--- config.mk ---
export PLATFORM = sky130hd
export DESIGN_NAME = mux_rr_selector
export DESIGN_NICKNAME = d
export VERILOG_FILES = /design/src/rtl/mux_pkg.sv /design/src/rtl/rr_pick4.sv /design/src/rtl/mux_rr_selector.sv
export SDC_FILE = /design/constraint.sdc
export NUM_CORES = 1
export LEC_CHECK = 0
export CORE_AREA = 2 2 46 48
export CTS_BUF_LIST = sky130_fd_sc_hd__clkbuf_2 sky130_fd_sc_hd__clkbuf_4 sky130_fd_sc_hd__clkbuf_8
export DETAILED_ROUTE_END_ITERATION = 6
export DIE_AREA = 0 0 48 50
export DONT_BUFFER_PORTS = 1
export SYNTH_ARGS = -nofsm -noshare
export SYNTH_HDL_FRONTEND = slang
export SYNTH_SLANG_ARGS = --single-unit
--- constraint.sdc ---
create_clock -name clk -period 2.6 [get_ports clk]
set_clock_uncertainty 0.2 [all_clocks]
set_input_delay 0.65 -clock clk [delete_from_list [all_inputs] [get_ports clk]]
set_output_delay 0.65 -clock clk [all_outputs]
set_load 0.02 [all_outputs]
--- src/rtl/mux_pkg.sv ---
// Shared types and sizing for the round-robin channel selector.
package mux_pkg;

    localparam int NUM_CH = 4;
    localparam int SEL_W  = 2;
    localparam int CNT_W  = 4;

    typedef enum logic [1:0] {
        IDLE  = 2'd0,
        GRANT = 2'd1,
        HOLD  = 2'd2
    } state_t;

    // Channel index reached by stepping 'step' places past 'base', wrapping mod NUM_CH.
    function automatic logic [SEL_W-1:0] rr_idx(input logic [SEL_W-1:0] base,
                                                input int unsigned      step);
        return base + SEL_W'(step);
    endfunction

endpackage

--- src/rtl/rr_pick4.sv ---
// Rotating-priority search: first requesting channel after 'last', wrapping.
module rr_pick4
    import mux_pkg::*;
(
    input  logic [NUM_CH-1:0] req,
    input  logic [SEL_W-1:0]  last,
    output logic              any,
    output logic [SEL_W-1:0]  winner
);

    logic             w_found;
    logic [SEL_W-1:0] w_idx;
    logic [SEL_W-1:0] w_winner;

    // Search starts at last+1 so the previous owner is considered last.
    always_comb begin
        w_found  = 1'b0;
        w_idx    = last;
        w_winner = last;
        for (int k = 1; k <= NUM_CH; k++) begin
            w_idx = rr_idx(last, k);
            if (!w_found && req[w_idx]) begin
                w_found  = 1'b1;
                w_winner = w_idx;
            end
        end
    end

    assign any    = w_found;
    assign winner = w_winner;

endmodule

--- src/rtl/mux_rr_selector.sv ---
// Round-robin 4:1 channel selector: grants a channel, dwells DWELL cycles on it,
// samples its data bit and holds the sample until the downstream accepts it.
module mux_rr_selector
    import mux_pkg::*;
#(
    parameter int DWELL = 4
) (
    input  logic              clk,
    input  logic              rst_n,
    input  logic [NUM_CH-1:0] req,
    input  logic [NUM_CH-1:0] datain,
    input  logic              ready,
    output logic [SEL_W-1:0]  select,
    output logic              sel_valid,
    output logic              outd_q,
    output logic              busy
);

    generate
        if (DWELL < 1 || DWELL > 16) begin : g_bad_dwell
            $error("mux_rr_selector: DWELL must be in 1..16");
        end
    endgenerate

    localparam logic [CNT_W-1:0] CNT_INIT = CNT_W'(DWELL - 1);

    state_t           r_state;
    logic [SEL_W-1:0] r_select;
    logic [SEL_W-1:0] r_last_grant;
    logic [CNT_W-1:0] r_cnt;
    logic             r_sel_valid;
    logic             r_outd;
    logic             r_busy;

    state_t           w_state_nxt;
    logic [SEL_W-1:0] w_pick_last;
    logic             w_any;
    logic [SEL_W-1:0] w_winner;
    logic             w_req_sel;
    logic             w_load_grant;
    logic             w_cnt_dec;
    logic             w_sample;
    logic             w_release;

    // On release the finishing channel becomes lowest priority in the same-cycle re-arbitration.
    assign w_pick_last = (r_state == HOLD) ? r_select : r_last_grant;
    assign w_req_sel   = req[r_select];

    rr_pick4 u_pick (
        .req    (req),
        .last   (w_pick_last),
        .any    (w_any),
        .winner (w_winner)
    );

    always_ff @(posedge clk) begin
        if (!rst_n) begin
            r_state <= IDLE;
        end else begin
            r_state <= w_state_nxt;
        end
    end

    always_comb begin
        w_state_nxt = r_state;
        case (r_state)
            IDLE: begin
                if (w_any) begin
                    w_state_nxt = GRANT;
                end
            end
            GRANT: begin
                if (!w_req_sel) begin
                    w_state_nxt = IDLE;
                end else if (r_cnt == '0) begin
                    w_state_nxt = HOLD;
                end
            end
            HOLD: begin
                if (ready) begin
                    w_state_nxt = w_any ? GRANT : IDLE;
                end
            end
            default: w_state_nxt = IDLE;
        endcase
    end

    always_comb begin
        w_load_grant = 1'b0;
        w_cnt_dec    = 1'b0;
        w_sample     = 1'b0;
        w_release    = 1'b0;
        case (r_state)
            IDLE: begin
                w_load_grant = w_any;
            end
            GRANT: begin
                w_cnt_dec = w_req_sel && (r_cnt != '0);
                w_sample  = w_req_sel && (r_cnt == '0);
            end
            HOLD: begin
                w_release    = ready;
                w_load_grant = ready && w_any;
            end
            default: begin
                w_load_grant = 1'b0;
            end
        endcase
    end

    // A withdrawn request leaves last_grant untouched; only a completed handshake rotates priority.
    always_ff @(posedge clk) begin
        if (!rst_n) begin
            r_select     <= '0;
            r_last_grant <= 2'b11;
            r_cnt        <= '0;
            r_sel_valid  <= 1'b0;
            r_outd       <= 1'b0;
            r_busy       <= 1'b0;
        end else begin
            r_busy <= (w_state_nxt != IDLE);
            if (w_load_grant) begin
                r_select <= w_winner;
                r_cnt    <= CNT_INIT;
            end else if (w_cnt_dec) begin
                r_cnt <= r_cnt - CNT_W'(1);
            end
            if (w_release) begin
                r_last_grant <= r_select;
            end
            if (w_sample) begin
                r_outd      <= datain[r_select];
                r_sel_valid <= 1'b1;
            end else if (w_release) begin
                r_sel_valid <= 1'b0;
            end
        end
    end

    assign select    = r_select;
    assign sel_valid = r_sel_valid;
    assign outd_q    = r_outd;
    assign busy      = r_busy;

endmodule
Word level (Yosys, flattened, before mapping)
Index checks and enable logic that the tools add are counted.
Word-level totals
  register bits: 13
  latch bits: 0
  memory bits (writable): 0
  memory bits (read-only): 0
  output and inout port bits: 5
  word-level logic and storage cells: 71
  memories: 0
Cells by class
  $add $sub $neg: 4
  multipliers: 0
  divide/modulo/power cells: 0
  order comparisons: 5
  equal/unequal tests: 2
  shift operators: 0
  multiplexer cells: 35
  bitwise logic cells: 1
  reduce and logical (&&, ||, !) cells: 16
Operator list (count)
  2-to-1 mux 2 bit: 11
  2-to-1 mux 1 bit: 16
  < comparator 2 x 3 -> 1 bit, second input constant: 5
  binary-select mux 1 bit (select 2 bit): 6
  logical AND 1 bit: 6
  case mux 2 bit (3 select lines): 1
  nonzero test 2 bit: 3
  adder 2 bit, second input constant: 2
  zero test 4 bit: 1
  nonzero test 4 bit: 1
  subtractor 4 x 1 -> 4 bit, second input constant: 1
  zero test 1 bit: 3
  adder 2 x 1 -> 2 bit, second input constant: 1
  equality test 2 x 1 -> 1 bit, second input constant: 1
  equality test 2 bit, second input constant: 1
  zero test 2 bit: 1
  case mux 1 bit (2 select lines): 1
  OR reduction 2 bit: 1
  NOT 1 bit: 1

Logic depth before layout (Yosys ltp)
Gate-level depths: netlist of run 1.
  depth after elaboration: 19
  gate-level depth with buffers: 6
  gate-level depth less buffers: 6

By module
Synthesis of run 1 repeated with hierarchy kept, for this count alone.
Unflattened totals
  cells, all modules: 91
  area total of the unflattened synthesis: 815.8 µm²
By module, submodules not included
  mux_rr_selector: instances 1, cells an instance 77, area an instance 733.2 µm², seq. area each 260.2 µm²
  rr_pick4: instances 1, cells an instance 14, area an instance 82.6 µm², seq. area each 0.0 µm²

Least setup slack after synthesis of run 1
Ideal clock, no wire load.
  path kind: in2reg
  start point: in req[0]
  end point: reg r_select[1] (netlist: select[1])
  library setup time: 0.129 ns
  data arrival time: 1.654 ns
  data required time: 2.271 ns
  setup slack: 0.617 ns
  stages: 5
  buffers on the path: 0
  cells stage by stage: or3_1 > or2_2 > and2_1 > o21ai_0 > a31oi_1
Between the ends
  longest elaborated chain between the ends: 14
Ends and longest elaborated chain
  start, declared: line mux_rr_selector.sv:10  | input logic [NUM_CH-1:0] req,
  binary-select mux 1 bit (select 2 bit): line rr_pick4.sv:22  | if (!w_found && req[w_idx]) begin
  2-to-1 mux 1 bit (implied by the code): line rr_pick4.sv:22
  2-to-1 mux 1 bit: line rr_pick4.sv:22
  zero test 1 bit: line rr_pick4.sv:22
  logical AND 1 bit: line rr_pick4.sv:22
  2-to-1 mux 1 bit: line rr_pick4.sv:22
  zero test 1 bit: line rr_pick4.sv:22
  logical AND 1 bit: line rr_pick4.sv:22
  2-to-1 mux 1 bit: line rr_pick4.sv:22
  zero test 1 bit: line rr_pick4.sv:22
  logical AND 1 bit: line rr_pick4.sv:22
  2-to-1 mux 1 bit: line rr_pick4.sv:22
  logical AND 1 bit: line mux_rr_selector.sv:103  | w_load_grant = ready && w_any;
  case mux 1 bit (2 select lines): line mux_rr_selector.sv:93  | case (r_state)
  end signal, assigned: line mux_rr_selector.sv:123  | r_select <= w_winner;
  end, declared: line mux_rr_selector.sv:28  | logic [SEL_W-1:0] r_select;
Parallel ways exist; a longest one is shown, timed or not. The select of a mux whose other input is x is not followed.
A chain may end at the register's enable or synchronous reset.

Final worst setup path of run 1
  start point: reg r_select[0] (netlist: select[0])
  end point: reg r_cnt[3]
Between the ends
  longest elaborated chain between the ends: 17
Ends and longest elaborated chain
  2-to-1 mux 2 bit: line mux_rr_selector.sv:46  | assign w_pick_last = (r_state == HOLD) ? r_select : r_last_grant;
  adder 2 x 1 -> 2 bit: line mux_pkg.sv:17  | return base + SEL_W'(step);
  binary-select mux 1 bit (select 2 bit): line rr_pick4.sv:22
  2-to-1 mux 1 bit (implied by the code): line rr_pick4.sv:22
  2-to-1 mux 1 bit: line rr_pick4.sv:22
  zero test 1 bit: line rr_pick4.sv:22
  logical AND 1 bit: line rr_pick4.sv:22
  2-to-1 mux 1 bit: line rr_pick4.sv:22
  zero test 1 bit: line rr_pick4.sv:22
  logical AND 1 bit: line rr_pick4.sv:22
  2-to-1 mux 1 bit: line rr_pick4.sv:22
  zero test 1 bit: line rr_pick4.sv:22
  logical AND 1 bit: line rr_pick4.sv:22
  2-to-1 mux 1 bit: line rr_pick4.sv:22
  logical AND 1 bit: line mux_rr_selector.sv:103
  case mux 1 bit (2 select lines): line mux_rr_selector.sv:93
  OR reduction 2 bit (no line)
  end signal, assigned: line mux_rr_selector.sv:126  | r_cnt <= r_cnt - CNT_W'(1);
  end, declared: line mux_rr_selector.sv:30  | logic [CNT_W-1:0] r_cnt;
Parallel ways exist; a longest one is shown, timed or not. The select of a mux whose other input is x is not followed.

==> flow_summary.json, run 1 <==
{
  "path_class": "flip-flop to flip-flop",
  "die_x_um": 48,
  "ctsRootBufferMaster": "clkbuf_4",
  "grt_usage_pct": 14.7,
  "worstSetupEndpointType": "flip-flop",
  "hold_viol": 0,
  "cts_hold_buffers": 0,
  "gp_congestion": 0.788,
  "cts.clk_slew.worst_paths_ns": 0.09,
  "cts_buffers": 3,
  "fin_ws_ns": 0.474,
  "rows": 16,
  "synth_cell_type_count": 31,
  "crit_buf_inv": 0,
  "slew_violations": 0,
  "synth_top_area_cell": "dfxtp_1",
  "stdcell_area_um2": 771,
  "yosysSeqAreaShare_pct": 35.7,
  "cts_sinks": 13,
  "die_area_um2": 2400,
  "crit_required_ns": 2.60,
  "syn_nets": 96,
  "fillers": 208,
  "grt_overflow": 0,
  "crit_family": "compound AO/OA/AOI/OAI gates",
  "area_growth_syn_to_layout_pct": 5.84,
  "vdd_drop_max_uv": 225,
  "antenna_found_initial": 0,
  "ios": 16,
  "initial_core_util_pct": 38.3,
  "port_buffers": 0,
  "drc": 0,
  "synth-seq-cells": 13,
  "power.density_nw_per_um2": 585,
  "dp.final_hpwl_um": 1090,
  "cts_max_path_buffers": 2,
  "placed_area_um2": 743,
  "critPathMaxFanout": 8,
  "yosys_most_used_dff": "dfxtp_1",
  "regArea_um2": 260,
  "rsz0062_at_grt": "false",
  "p_leak_uw": 0.000310,
  "firstDrtPassIters": 4,
  "multiInputGateArea_um2": 415,
  "drive_above_1_share_pct": 12.8,
  "insertion_delay_ns": 0.27,
  "antenna_cells": 0,
  "grt_max_degree": 10,
  "synthArstFlopShare_pct": 0,
  "worstPathArrival_ns": 2.13,
  "grt_pass1_wl_um": 2510,
  "postCtsSetupBuffers": 0,
  "grt_pass1_vias": 594,
  "drv_cap": 0,
  "routed_wl_um": 1410,
  "routed_via_density": 5.38,
  "cts_tree": "yes",
  "synth_area_leaders": "dfxtp_1, mux2i_1, nand2_1",
  "synth_most_common_cell": "dfxtp_1",
  "slowest_delay_ns": 0.61,
  "max_freq_mhz": 470,
  "wl_per_cell_um": 12.5,
  "place_ws_ns": 0.496,
  "drt_iter0_drc": 12,
  "yosys_warnings": 0,
  "synthTopCellsByCount": "dfxtp_1, nand2_1, inv_1",
  "tightest_slew_ns": 0.661,
  "final_antenna_net_count": 0,
  "synthesis.area_um2": 728,
  "finalCritPeriodShare_pct": 81.8,
  "status": "finished clean",
  "finalSetupViolations": 0,
  "hold_path.class": "input port to flip-flop",
  "fin_nets": 99,
  "fp.coreArea_um2": 1900,
  "synthCells": 84,
  "finalSetupTns_ns": 0,
  "max_slew_margin_pct": 55.2,
  "final_core_util_pct": 40.5,
  "vias": 608,
  "crit_chain": "mux2i_1 > a211oi_2 > o311ai_1 > or3_1 > a21oi_1",
  "synth_top_area_share_pct": 35.7,
  "layout_min_cycle_time_ns": 2.13,
  "cts.repair.resized": 0,
  "cp-start-kind": "flip-flop",
  "htreeDepth": 1,
  "slowest_stage": "dfxtp_1",
  "synth_edf_count": 0,
  "dieHeight_um": 50,
  "syn_area_per_cell_um2": 8.67
}
## cell usage in the layout (no fill, tap or decap), types with 2 or more instances in the layout
master and count:
a21oi_1 7, a31oi_1 4, clkbuf_4 3, dfxtp_1 13, inv_1 9, mux2_2 2, mux2i_1 6, nand2_1 10
nand3_1 2, nor2_1 4, o211ai_1 2, o21ai_0 4, or3_1 2
## cell families (layout without fill, tap and decap cells)
logic type / after synthesis / after routing / share of synthesized area [%]
simple gates: 25 / 25 / 17.7
compound gates: 24 / 24 / 21.5
flops: 13 / 13 / 35.7
buf+inv: 11 / 13 / 7.22
mux: 9 / 9 / 14.9
fa+ha+maj: 1 / 1 / 1.72
xor+xnor: 1 / 1 / 1.20
## power by group
group,total (µW),internal (µW),switching [µW]
Combinational,86.0,41.0,45.0
Sequential,243,215,27.4
Clock,122,56.9,65.5
Total,451,313,138
## layout make-up
| cell class | count | area share, % |
|---|---|---|
| multi-input cells | 60 | 53.9 |
| flip-flops and latches | 13 | 33.8 |
| inverters | 9 | 4.38 |
| well taps | 27 | 4.38 |
| clock buffers | 3 | 2.92 |
| clock inverters | 1 | 0.649 |
## per-layer routing
metal	part of all wire (%)	vias up	track usage (%)
li1	-	308	-
met4	2.3	0	12.2
met3	4.6	4	3.30
met1	45	280	19.4
met5	0	-	0
met2	48	16	19.3
## registers in the layout, indices dropped and copies added (netlist names)
name          flops
r_last_grant      2
r_cnt             4
select            2
r_state           2
outd_q            1
sel_valid         1
busy              1
## final timing paths
kind,startpoint,slack (ns),cells after the start,end
max,select[0],0.47,5,r_cnt[3]
min,rst_n,0.26,1,r_last_grant[0]
max reg2reg,select[0],0.47,5,r_cnt[3]
min reg2reg,r_last_grant[1],0.29,2,r_last_grant[1]
## through the flow
step	total power, µW	hold WS [ns]	instances
floorplan	323	0.249	84
global placement	331	0.276	109
detailed placement	333	0.276	109
CTS	458	0.250	113
global route	482	0.271	113
finish	451	0.257	113
## worst reg2reg max path: cells and delay by family (launching register included)
family          cells  cell delay (ns)
compound gates      3             0.72
flops               1             0.61
simple gates        1             0.36
mux                 1             0.18
Note: power is estimated with default switching activity, not from simulation.
==> run 2, diff against run 1 <==
==> constraint.sdc (replaced) <==
create_clock -name clk -period 2 [get_ports clk]
set_clock_uncertainty 0.2 [all_clocks]
set_input_delay 0.5 -clock clk [delete_from_list [all_inputs] [get_ports clk]]
set_output_delay 0.5 -clock clk [all_outputs]
set_load 0.02 [all_outputs]
==> run 2 against run 1 <==
  * First-iteration DRC count fell by 67%
  * Via count fell by 0.82%
  * Register-to-register slack got worse by 0.34 ns
  * Non-clock buffer count rose by 5
  * Combinational power rose by 63%
  * Cell count rose by 4.4%
  * Setup slack got worse by 0.34 ns
  * Critical path type unchanged
  * Critical endpoint is now select[0]
  * Largest power group unchanged
==> flow_summary.json, run 2 (synthesized netlist as in run 1, its figures left out) <==
{
  "status": "finished clean",
  "cts_tree": "yes",
  "cts.clk_slew.worst_paths_ns": 0.08,
  "vdd_drop_max_uv": 578,
  "rsz0062_at_grt": "false",
  "port_buffers": 0,
  "cp-start-kind": "flip-flop",
  "tightest_slew_ns": 0.441,
  "grt_max_degree": 10,
  "cts_hold_buffers": 0,
  "final_antenna_net_count": 0,
  "place_ws_ns": 0.107,
  "die_x_um": 48,
  "final_cell_mix": "dfxtp_1, nand2_1, inv_1",
  "finalSetupTns_ns": 0,
  "routed_wl_um": 1370,
  "firstDrtPassIters": 4,
  "dieHeight_um": 50,
  "total_power_uw": 622,
  "hold_ws_ns": 0.103,
  "layout_min_cycle_time_ns": 1.86,
  "rows": 16,
  "drv_cap": 0,
  "path_class": "flip-flop to flip-flop",
  "cts_buffers": 3,
  "dp.final_hpwl_um": 1050,
  "crit_buf_inv": 0,
  "grt_pass1_vias": 559,
  "drc": 0,
  "grt_usage_pct": 13.7,
  "initial_core_util_pct": 38.3,
  "wl_per_cell_um": 11.6,
  "final_common_cell": "dfxtp_1",
  "rrSetupSlack_ns": 0.14,
  "fin_ws_ns": 0.136,
  "antenna_found_initial": 0,
  "fillers": 192,
  "gp_congestion": 0.802,
  "htreeDepth": 1,
  "largest_reg_flops": 4,
  "max_freq_mhz": 537,
  "slew_violations": 0,
  "crit_family": "multiplexers",
  "placed_area_um2": 781,
  "area_growth_syn_to_layout_pct": 12.4,
  "worstPathArrival_ns": 1.83,
  "p_leak_uw": 0.000337,
  "vias": 603,
  "slowest_delay_ns": 0.42,
  "finalCritPeriodShare_pct": 93.2,
  "hold_path.class": "input port to flip-flop",
  "power.density_nw_per_um2": 760,
  "critPathMaxFanout": 7,
  "routed_via_density": 5.11,
  "cts_max_path_buffers": 2,
  "ctsRootBufferMaster": "clkbuf_4",
  "die_area_um2": 2400,
  "drive_above_1_share_pct": 18.7,
  "cts_sinks": 13,
  "fin_nets": 104,
  "grt_pass1_wl_um": 2390,
  "top_register": "r_cnt",
  "finalSetupViolations": 0,
  "insertion_delay_ns": 0.28,
  "crit_chain": "nor2b_2 > mux2_2 > mux2_2 > mux2i_1 > a31oi_1",
  "path_common_cell": "mux2_2",
  "stdcell_area_um2": 818,
  "crit_required_ns": 1.97,
  "fp.coreArea_um2": 1900,
  "slowest_stage": "mux2_2",
  "antenna_cells": 0,
  "hold_viol": 0,
  "ios": 16,
  "max_slew_margin_pct": 70.5,
  "grt_overflow": 0,
  "worstSetupEndpointType": "flip-flop",
  "drt_iter0_drc": 4
}
run 2: cell types whose count changed in the layout (fill, tap and decap cells not counted), sizes merged:
cell / previous run / this run
clkinv: 1 / 0
clkbuf: 3 / 4
buf: 0 / 5
run 2: cell type report:
| class | instances | area, µm² | share of cell area (%) |
|---|---|---|---|
| repair buffers | 5 | 37.5 | 4.59 |
| well taps | 27 | 33.8 | 4.13 |
| multi-input cells | 60 | 423 | 51.7 |
| clock buffers | 4 | 30.0 | 3.67 |
| flip-flops and latches | 13 | 260 | 31.8 |
| inverters | 9 | 33.8 | 4.13 |
run 2: report_power, final:
part / switching, µW / internal (µW) / total, µW / leakage, µW
Combinational: 73.7 / 66.3 / 140 / 0.000211
Clock: 88.4 / 91.0 / 179 / 0.0000184
Sequential: 22.2 / 280 / 302 / 0.000107
run 2: path summary, 6_finish.rpt:
| check | start | endpoint | cells after the start |
|---|---|---|---|
| worst min register to register | r_last_grant[1] | r_last_grant[1] | 2 |
| worst max register to register | r_state[1] | select[0] | 5 |
| worst max-delay path | r_state[1] | select[0] | 5 |
| worst min-delay path | rst_n | r_last_grant[0] | 1 |
run 2: layer usage:
layer	up-vias	global-route usage (%)	wire, µm
met1	276	19.6	663
met5	-	0	0
li1	314	-	-
met2	11	19.1	639
met3	2	4.76	57
met4	0	4.05	12
run 2: repair_timing:
| action | 4_1_cts | 5_1_grt |
|---|---|---|
| endpoints found under the hold margin | 0 | 0 |
| setup buffers | 0 | 0 |
| gates resized for setup | 0 | 1 |
| endpoints found under the setup margin | 0 | 1 |
run 2: stage by stage:
step / std cells / util [%]
after global routing: 118 / 43.0
after global placement: 114 / 41.1
after CTS: 118 / 42.6
final: 118 / 43.0
after floorplan: 84 / -
after detailed placement: 114 / 41.1
